File: config.mk
export PLATFORM = sky130hd
export DESIGN_NAME = rm1000_sub_sched
export DESIGN_NICKNAME = d
export VERILOG_FILES = /design/src/rtl/rm1000_sub_sched.sv
export SDC_FILE = /design/constraint.sdc
export NUM_CORES = 1
export LEC_CHECK = 0
export ABC_AREA = 1
export CORE_AREA = 2 2 118 63
export CTS_CLUSTER_SIZE = 12
export DETAILED_ROUTE_END_ITERATION = 12
export DIE_AREA = 0 0 120 65
export PLACE_DENSITY = 0.48
export SLEW_MARGIN = 10
export SYNTH_ARGS = -nofsm -noshare
export SYNTH_HDL_FRONTEND = slang
export SYNTH_SLANG_ARGS = --single-unit
File: constraint.sdc
create_clock -name clk -period 4.1 [get_ports clk]
set_input_delay 0.41 -clock clk [delete_from_list [all_inputs] [get_ports clk]]
set_output_delay 0.41 -clock clk [all_outputs]
set_load 0.02 [all_outputs]
File: src/rtl/rm1000_sub_sched.sv
// Round-robin scheduler granting the shared rootModule1000 sub-block to one of NUM_REQ requesters.
// Optional watchdog release enabled by defining RM1000_SCHED_TIMEOUT_EN.
module rm1000_sub_sched #(
  parameter int NUM_REQ        = 5,
  parameter int TIMEOUT_CYCLES = 64
) (
  input  logic               clk,
  input  logic               rst,
  input  logic [NUM_REQ-1:0] req,
  input  logic               done,
  output logic [NUM_REQ-1:0] gnt,
  output logic [2:0]         gnt_id,
  output logic               start,
  output logic               busy,
  output logic               timeout_err
);

  if (NUM_REQ < 2 || NUM_REQ > 8 || TIMEOUT_CYCLES < 2 || TIMEOUT_CYCLES > 255) begin : g_bad_param
    $error("rm1000_sub_sched: parameter out of range");
  end

  typedef enum logic [1:0] {S_IDLE, S_START, S_BUSY} state_e;

  state_e             state_q, state_d;
  logic [NUM_REQ-1:0] gnt_q, gnt_d;
  logic [2:0]         gnt_id_q, gnt_id_d;
  logic [2:0]         ptr_q, ptr_d;
  logic               start_q, start_d;
  logic               busy_q, busy_d;
  logic               err_q, err_d;
  logic               sel_vld;
  logic [2:0]         sel_id;
  logic [2:0]         next_ptr;
  logic               expire;
  logic               release_c;

  // Scan downward so the lowest offset from ptr (first in round-robin order) wins.
  always_comb begin
    logic [3:0] idx;
    idx     = '0;
    sel_vld = 1'b0;
    sel_id  = '0;
    for (int i = NUM_REQ - 1; i >= 0; i--) begin
      idx = {1'b0, ptr_q} + 4'(i);
      if (idx >= 4'(NUM_REQ)) idx = idx - 4'(NUM_REQ);
      if (req[idx[2:0]]) begin
        sel_vld = 1'b1;
        sel_id  = idx[2:0];
      end
    end
  end

  assign next_ptr  = (gnt_id_q == 3'(NUM_REQ - 1)) ? 3'd0 : gnt_id_q + 3'd1;
  assign release_c = done || expire;

`ifdef RM1000_SCHED_TIMEOUT_EN
  localparam logic [7:0] TO_LAST = 8'(TIMEOUT_CYCLES - 1);
  logic [7:0] cnt_q, cnt_d;

  always_comb begin
    cnt_d = cnt_q;
    if (state_q == S_START)     cnt_d = '0;
    else if (state_q == S_BUSY) cnt_d = cnt_q + 8'd1;
  end

  always_ff @(posedge clk) begin
    if (rst) cnt_q <= '0;
    else     cnt_q <= cnt_d;
  end

  // done on the expiry cycle takes precedence and suppresses the error pulse.
  assign expire = (state_q == S_BUSY) && (cnt_q == TO_LAST) && !done;
`else
  assign expire = 1'b0;
`endif

  always_ff @(posedge clk) begin
    if (rst) begin
      state_q  <= S_IDLE;
      gnt_q    <= '0;
      gnt_id_q <= '0;
      ptr_q    <= '0;
      start_q  <= 1'b0;
      busy_q   <= 1'b0;
      err_q    <= 1'b0;
    end else begin
      state_q  <= state_d;
      gnt_q    <= gnt_d;
      gnt_id_q <= gnt_id_d;
      ptr_q    <= ptr_d;
      start_q  <= start_d;
      busy_q   <= busy_d;
      err_q    <= err_d;
    end
  end

  always_comb begin
    state_d = state_q;
    unique case (state_q)
      S_IDLE:          if (sel_vld) state_d = S_START;
      S_START, S_BUSY: state_d = release_c ? S_IDLE : S_BUSY;
      default:         state_d = S_IDLE;
    endcase
  end

  // Output flops load the values for the state being entered, so they line up with state_q.
  always_comb begin
    gnt_d    = gnt_q;
    gnt_id_d = gnt_id_q;
    ptr_d    = ptr_q;
    start_d  = 1'b0;
    busy_d   = busy_q;
    err_d    = 1'b0;
    if (state_q == S_IDLE) begin
      if (sel_vld) begin
        gnt_d    = NUM_REQ'(1) << sel_id;
        gnt_id_d = sel_id;
        start_d  = 1'b1;
        busy_d   = 1'b1;
      end
    end else if (release_c) begin
      gnt_d    = '0;
      gnt_id_d = '0;
      busy_d   = 1'b0;
      ptr_d    = next_ptr;
      err_d    = expire;
    end
  end

  assign gnt         = gnt_q;
  assign gnt_id      = gnt_id_q;
  assign start       = start_q;
  assign busy        = busy_q;
  assign timeout_err = err_q;

endmodule
# --- Yosys cells after proc, flatten, opt, wreduce, memory -nomap -nowiden ---
# Cells that the tools add are included.
op_classes:
  add_sub_neg: 10
  muxes: 39
  reduce_logical: 6
  n_lt_le_gt_ge: 10
  n_eq_ne: 4
  n_shift: 1
  n_bitwise: 1
ops:
  columns: ["op", "n"]
  rows:
  - ["$mux 3", 14]
  - ["$lt 3x4->1 const B", 5]
  - ["$ge 4x3->1 const B", 4]
  - ["$bmux 1 s3", 5]
  - ["$mux 5", 3]
  - ["$sub 3x3->3 const B", 5]
  - ["$mux 1", 14]
  - ["$add 3x2->4 const B", 2]
  - ["$shl 1x3->5 const A", 1]
  - ["$add 3x1->4 const B", 1]
  - ["$add 3x3->4 const B", 1]
  - ["$mux 2", 2]
  - ["$pmux 2 s2", 1]
  - ["$reduce_and 2->1", 2]
  - ["$reduce_or 2->1", 2]
  - ["$add 3x1->3 const B", 1]
  - ["$eq 3x3->1 const B", 1]
  - ["$ge 3x3->1 const B", 1]
  - ["$eq 2x1->1 const B", 1]
  - ["$eq 2x2->1 const B", 1]
  - ["$logic_not 2->1", 1]
  - ["$ne 2x2->1 const B", 1]
  - ["$reduce_bool 2->1", 1]
  - ["$not 1->1", 1]
totals:
  out_inout_bits: 11
  inputBits: 8
  regBits: 15

# --- Logic depth before layout (Yosys ltp) ---
logic_depth:
  ltp_word: 13
  mapped_depth: 22
  depth_no_buf: 22

# --- Least setup slack after synthesis ---
# Ideal clock, no wire load.
synth_timing:
  path_kind: "reg2reg"
  start: "reg ptr_q[0]"
  end: "reg gnt_q[1] (netlist: gnt[1])"
  t_required_ps: 3987
  t_arrival_ps: 2259
  setup_slack_ps: 1728
  setup_ps: 113
  stages_incl_launch_ff: 21
  period_less_slack_ps: 2372
  n_path_buf: 0
  cell_sequence: "dfxtp_1 > inv_2 > ha_1 > inv_1 > fa_1 > inv_1 > nand2_2 > nand2_1 > nand3_1 > nand3_1 > nand2_1 > nand2_1 > nand2_2 > inv_1 > nand2_1 > nor2_2 > nand2_2 > nand2_2 > inv_2 > nand3_1 > nand2_1"
synth_between:
  elab_chain_cells: 13
synth_rtl:
  columns: ["item", "line_no", "source"]
  rows:
  - ["from (decl)", "27", "logic [2:0] ptr_q, ptr_d;"]
  - ["from (signal assigned)", "90", "ptr_q <= ptr_d;"]
  - ["$add 3x3->4", "44", "idx = {1'b0, ptr_q} + 4'(i);"]
  - ["$ge 4x3->1 or $sub 3x3->3 (tied branches)", "45", "if (idx >= 4'(NUM_REQ)) idx = idx - 4'(NUM_REQ);"]
  - ["$mux 3", "45", null]
  - ["$bmux 1 s3", "46", "if (req[idx[2:0]]) begin"]
  - ["$mux 1 (not written as such)", "46", null]
  - ["$mux 3 (5 in a row)", "46", null]
  - ["$shl 1x3->5", "116", "gnt_d = NUM_REQ'(1) << sel_id;"]
  - ["$mux 5", "115", "if (sel_vld) begin"]
  - ["$mux 5", "114", "if (state_q == S_IDLE) begin"]
  - ["to (signal assigned)", "88", "gnt_q <= gnt_d;"]
  - ["to (decl)", "25", "logic [NUM_REQ-1:0] gnt_q, gnt_d;"]
# Several ways; a longest one is shown, not always the timed one. The select of a mux whose other input is x is not followed.
# A chain may end at the register's enable or synchronous reset.

# --- Worst setup path after layout ---
layout_timing:
  start: "reg ptr_q[0]"
  end: "reg gnt_id_q[0] (netlist: gnt_id[0])"
layout_between:
  elab_chain_cells: 12
layout_rtl:
  columns: ["item", "line_no", "source"]
  rows:
  - ["$add 3x3->4", "44", null]
  - ["$ge 4x3->1 or $sub 3x3->3 (tied branches)", "45", null]
  - ["$mux 3", "45", null]
  - ["$bmux 1 s3", "46", null]
  - ["$mux 1 (not written as such)", "46", null]
  - ["$mux 1 or $mux 3 (tied branches) (5 in a row)", "46", null]
  - ["$ne 2x2->1 (no source line) or $mux 3 (tied branches)", null, null]
  - ["$reduce_and 2->1 (no source line) or $mux 3 (tied branches)", null, null]
  - ["to (signal assigned)", "89", "gnt_id_q <= gnt_id_d;"]
  - ["to (decl)", "26", "logic [2:0] gnt_id_q, gnt_id_d;"]
# Several ways; a longest one is shown, not always the timed one. The select of a mux whose other input is x is not followed.

==> out/summary.json <==
{
  "status": {"value": "finished, final reports clean"},
  "netlist_instances": {"value": 274},
  "fp.dieW": {"value": 120, "unit": "um"},
  "dpl-instance-area": {"value": 1910, "unit": "um^2"},
  "final_cell_count_no_fill": {"value": 390},
  "hold_path_class": {"value": "reg2reg"},
  "synth_nets": {"value": 296},
  "drt_first_pass_iters": {"value": 4},
  "summed_instance_area_of_the_synthesized_netlist": {"value": 1630, "unit": "um^2"},
  "final.setup.tns": {"value": 0, "unit": "ns"},
  "worstSetupPathType": {"value": "reg2reg"},
  "globalRouteTotalUtil": {"value": 13.0, "unit": "%"},
  "finalWirelength": {"value": 4830, "unit": "um"},
  "pwr-share-seq": {"value": 15.7, "unit": "%"},
  "numPortBuffers": {"value": 17},
  "swShare": {"value": 54.0, "unit": "%"},
  "max_freq": {"value": 0.330, "unit": "GHz"},
  "clkSinkCount": {"value": 15},
  "critPathArrivalTime": {"value": 3.16, "unit": "ns"},
  "timing.critical_path.to_type": {"value": "flip-flop"},
  "synth_cell_type_count": {"value": 26},
  "grt_antenna_before_repair": {"value": 0},
  "hpwl": {"value": 4000, "unit": "um"},
  "power.share.combinational": {"value": 71.4, "unit": "%"},
  "cts.path.max_buffers": {"value": 2},
  "detail_route.drc_violations": {"value": 0},
  "postSynthAreaPerCell": {"value": 5.96, "unit": "um^2"},
  "core_area": {"value": 6910, "unit": "um^2"},
  "grt-ovfl-total": {"value": 0},
  "holdBufCountCts": {"value": 0},
  "synth_sequential_area_ratio": {"value": 18.4, "unit": "%"},
  "grt_pass1_wl": {"value": 7850, "unit": "um"},
  "cts_tree": {"value": "done"},
  "cts.clk_slew.worst_paths": {"value": 0.05, "unit": "ns"},
  "worstPathMaxFanout": {"value": 16},
  "final_max_slew_viol_count": {"value": 0},
  "antenna_violating_nets_post_route": {"value": 0},
  "vias": {"value": 1730},
  "worstSkewPairLatency": {"value": 0.25, "unit": "ns"},
  "grt_max_degree": {"value": 17},
  "fin_nets": {"value": 317},
  "timing.final.setup_violations": {"value": 0},
  "antenna-diode-count": {"value": 0},
  "setup_clock_skew_after_layout": {"value": 0.00280, "unit": "ns"},
  "clockRootBuffer": {"value": "sky130_fd_sc_hd__clkbuf_16"},
  "placed_cells": {"value": 386},
  "gpl.final_weighted_congestion": {"value": 0.867},
  "detail_route.iter0.violations": {"value": 121},
  "dieArea": {"value": 7800, "unit": "um^2"},
  "finalInstanceArea": {"value": 1990, "unit": "um^2"},
  "layout-drive-gt1-share": {"value": 11.9, "unit": "%"},
  "endpoint_required_time_on_the_critical_path": {"value": 4.23, "unit": "ns"},
  "final.setup.worst_slack": {"value": 1.07, "unit": "ns"},
  "timing.final.crit_share": {"value": 74.0, "unit": "%"},
  "post_drt_wl_per_cell": {"value": 12.4, "unit": "um"},
  "rsz0062_at_grt": {"value": "no"},
  "cts_post_setup_buffers_inserted": {"value": 0},
  "initial_core_util": {"value": 23.7, "unit": "%"},
  "ys_warn_count": {"value": 0},
  "netSwitchingPower": {"value": 798, "unit": "uW"},
  "start_kind": {"value": "flip-flop"},
  "postCtsResizedCells": {"value": 0},
  "cts_made_buffers": {"value": 3},
  "ys_ff_latch": {"value": 15},
  "vias_per_cell": {"value": 4.44},
  "flow.area_growth_from_synthesis": {"value": 21.9, "unit": "%"},
  "vias_in_the_first_global_route": {"value": 1514},
  "h_tree_lvl_count": {"value": 1},
  "layout.core_utilization": {"value": 28.8, "unit": "%"},
  "die_span_in_y": {"value": 65, "unit": "um"},
  "power_density": {"value": 742, "unit": "nW/um^2"},
  "post-place-ws": {"value": 1.08, "unit": "ns"},
  "placement_rows": {"value": 22},
  "final_hold_viol_count": {"value": 0},
  "vdd_ir_drop_max": {"value": 227, "unit": "uV"},
  "finalCriticalPeriod": {"value": 3.03, "unit": "ns"},
  "design.portCount": {"value": 19},
  "clock_power_share": {"value": 13.0, "unit": "%"},
  "power_report.internal_total": {"value": 681, "unit": "uW"},
  "power.leakage": {"value": 0.978, "unit": "nW"},
  "total_of_max_cap_violations": {"value": 0}
}
[sequential cells by signal, summed over array words and instances, names as in the netlist]
signal / count
gnt: 5
gnt_id: 3
ptr_q: 3
state_q: 2
busy: 1
start: 1
[final timing paths]
check | startpoint | endpoint | slack (ns) | depth (start not counted)
min reg2reg | gnt[0]$_SDFFE_PP0P_ | gnt[0]$_SDFFE_PP0P_ | 0.45 | 2
min | gnt[0]$_SDFFE_PP0P_ | gnt[0]$_SDFFE_PP0P_ | 0.45 | 2
max | ptr_q[0]$_SDFFE_PP0P_ | gnt_id[0]$_SDFFE_PP0P_ | 1.07 | 19
max reg2reg | ptr_q[0]$_SDFFE_PP0P_ | gnt_id[0]$_SDFFE_PP0P_ | 1.07 | 19
[placed cells by master, fill, tap and decap left out, types with 5 or more instances in the layout]
cell type                         instances
sky130_fd_sc_hd__clkdlybuf4s50_1         17
sky130_fd_sc_hd__nand3_1                 46
sky130_fd_sc_hd__nand2_1                 81
sky130_fd_sc_hd__nand2_2                 15
sky130_fd_sc_hd__ha_1                    13
sky130_fd_sc_hd__a21oi_1                 10
sky130_fd_sc_hd__dfxtp_1                 15
sky130_fd_sc_hd__nor2_1                  10
sky130_fd_sc_hd__inv_2                    6
sky130_fd_sc_hd__o21ai_0                  8
sky130_fd_sc_hd__nand4_1                  5
sky130_fd_sc_hd__inv_1                   39
sky130_fd_sc_hd__o21ai_1                  5
[through the flow]
step / hold slack, ns / power (mW)
2_1_floorplan: 0.447 / 0.998
3_3_place_gp: 0.445 / 1.29
3_5_place_dp: 0.444 / 1.27
4_1_cts: 0.452 / 1.47
5_1_grt: 0.495 / 1.64
6_report: 0.452 / 1.48
[cell families (layout without fill, tap and decap cells)]
family | count (synthesis) | after routing | synth area share [%]
compound gates | 30 | 30 | 10.6
xor+xnor | 3 | 3 | 1.61
fa+ha+maj | 14 | 14 | 11.2
buf+inv | 47 | 67 | 11.5
flops | 15 | 15 | 18.4
other cells | 1 | 1 | 0.229
simple gates | 164 | 164 | 46.6
[power groups by stage]
stage	Clock (mW)	Sequential (mW)	Combinational [mW]
6_report	0.192	0.232	1.06
5_1_grt	0.205	0.239	1.19
4_1_cts	0.193	0.231	1.05
3_5_place_dp	0	0.234	1.04
3_3_place_gp	0	0.234	1.06
2_1_floorplan	0	0.274	0.724
[critical path, stage by stage (launching register included)]
cell and delay, ns:
sky130_fd_sc_hd__dfxtp_1 0.29, sky130_fd_sc_hd__buf_4 0.19, sky130_fd_sc_hd__inv_2 0.20, sky130_fd_sc_hd__ha_1 0.18, sky130_fd_sc_hd__inv_1 0.07, sky130_fd_sc_hd__fa_1 0.35, sky130_fd_sc_hd__inv_1 0.15, sky130_fd_sc_hd__nand2_2 0.10
sky130_fd_sc_hd__o21ai_0 0.39, sky130_fd_sc_hd__nor2_1 0.07, sky130_fd_sc_hd__nand3_1 0.12, sky130_fd_sc_hd__nand2_2 0.08, sky130_fd_sc_hd__inv_1 0.09, sky130_fd_sc_hd__nand2_1 0.06, sky130_fd_sc_hd__nor2_2 0.13, sky130_fd_sc_hd__nand2_2 0.08
sky130_fd_sc_hd__nand2_2 0.14, sky130_fd_sc_hd__inv_2 0.08, sky130_fd_sc_hd__nand2_1 0.07, sky130_fd_sc_hd__o21ai_1 0.07
[synthesized netlist by cell type]
library cell,n,area [um^2]
sky130_fd_sc_hd__a21oi_1,10,50.1
sky130_fd_sc_hd__a21oi_2,1,8.76
sky130_fd_sc_hd__buf_4,1,7.51
sky130_fd_sc_hd__buf_6,1,11.3
sky130_fd_sc_hd__conb_1,1,3.75
sky130_fd_sc_hd__dfxtp_1,15,300
sky130_fd_sc_hd__fa_1,1,20.0
sky130_fd_sc_hd__ha_1,13,163
sky130_fd_sc_hd__inv_1,39,146
sky130_fd_sc_hd__inv_2,6,22.5
sky130_fd_sc_hd__nand2_1,81,304
sky130_fd_sc_hd__nand2_2,15,93.8
sky130_fd_sc_hd__nand2_4,1,11.3
sky130_fd_sc_hd__nand3_1,46,230
sky130_fd_sc_hd__nand3_2,4,40.0
sky130_fd_sc_hd__nand4_1,5,31.3
sky130_fd_sc_hd__nor2_1,10,37.5
sky130_fd_sc_hd__nor2_2,2,12.5
sky130_fd_sc_hd__o211a_1,1,10.0
sky130_fd_sc_hd__o21ai_0,8,40.0
sky130_fd_sc_hd__o21ai_1,5,25.0
sky130_fd_sc_hd__o21ai_2,2,17.5
sky130_fd_sc_hd__o22ai_1,2,12.5
sky130_fd_sc_hd__o32ai_1,1,8.76
sky130_fd_sc_hd__xnor2_1,1,8.76
sky130_fd_sc_hd__xor2_1,2,17.5
[layer usage]
metal	routed length, um	global-route usage [%]
met4	11	1.32
met3	486	5.02
met5	0	0
met2	1540	14.8
met1	2790	21.5
[layout make-up]
cell class / instances / area (um^2)
tap: 96 / 120
fill: 763 / 4920
timing repair buffer: 18 / 178
multi-input combinational: 212 / 1150
inverter: 45 / 169
sequential: 15 / 300
clock buffer: 4 / 78.8
Power figures use the tool's default switching activity.
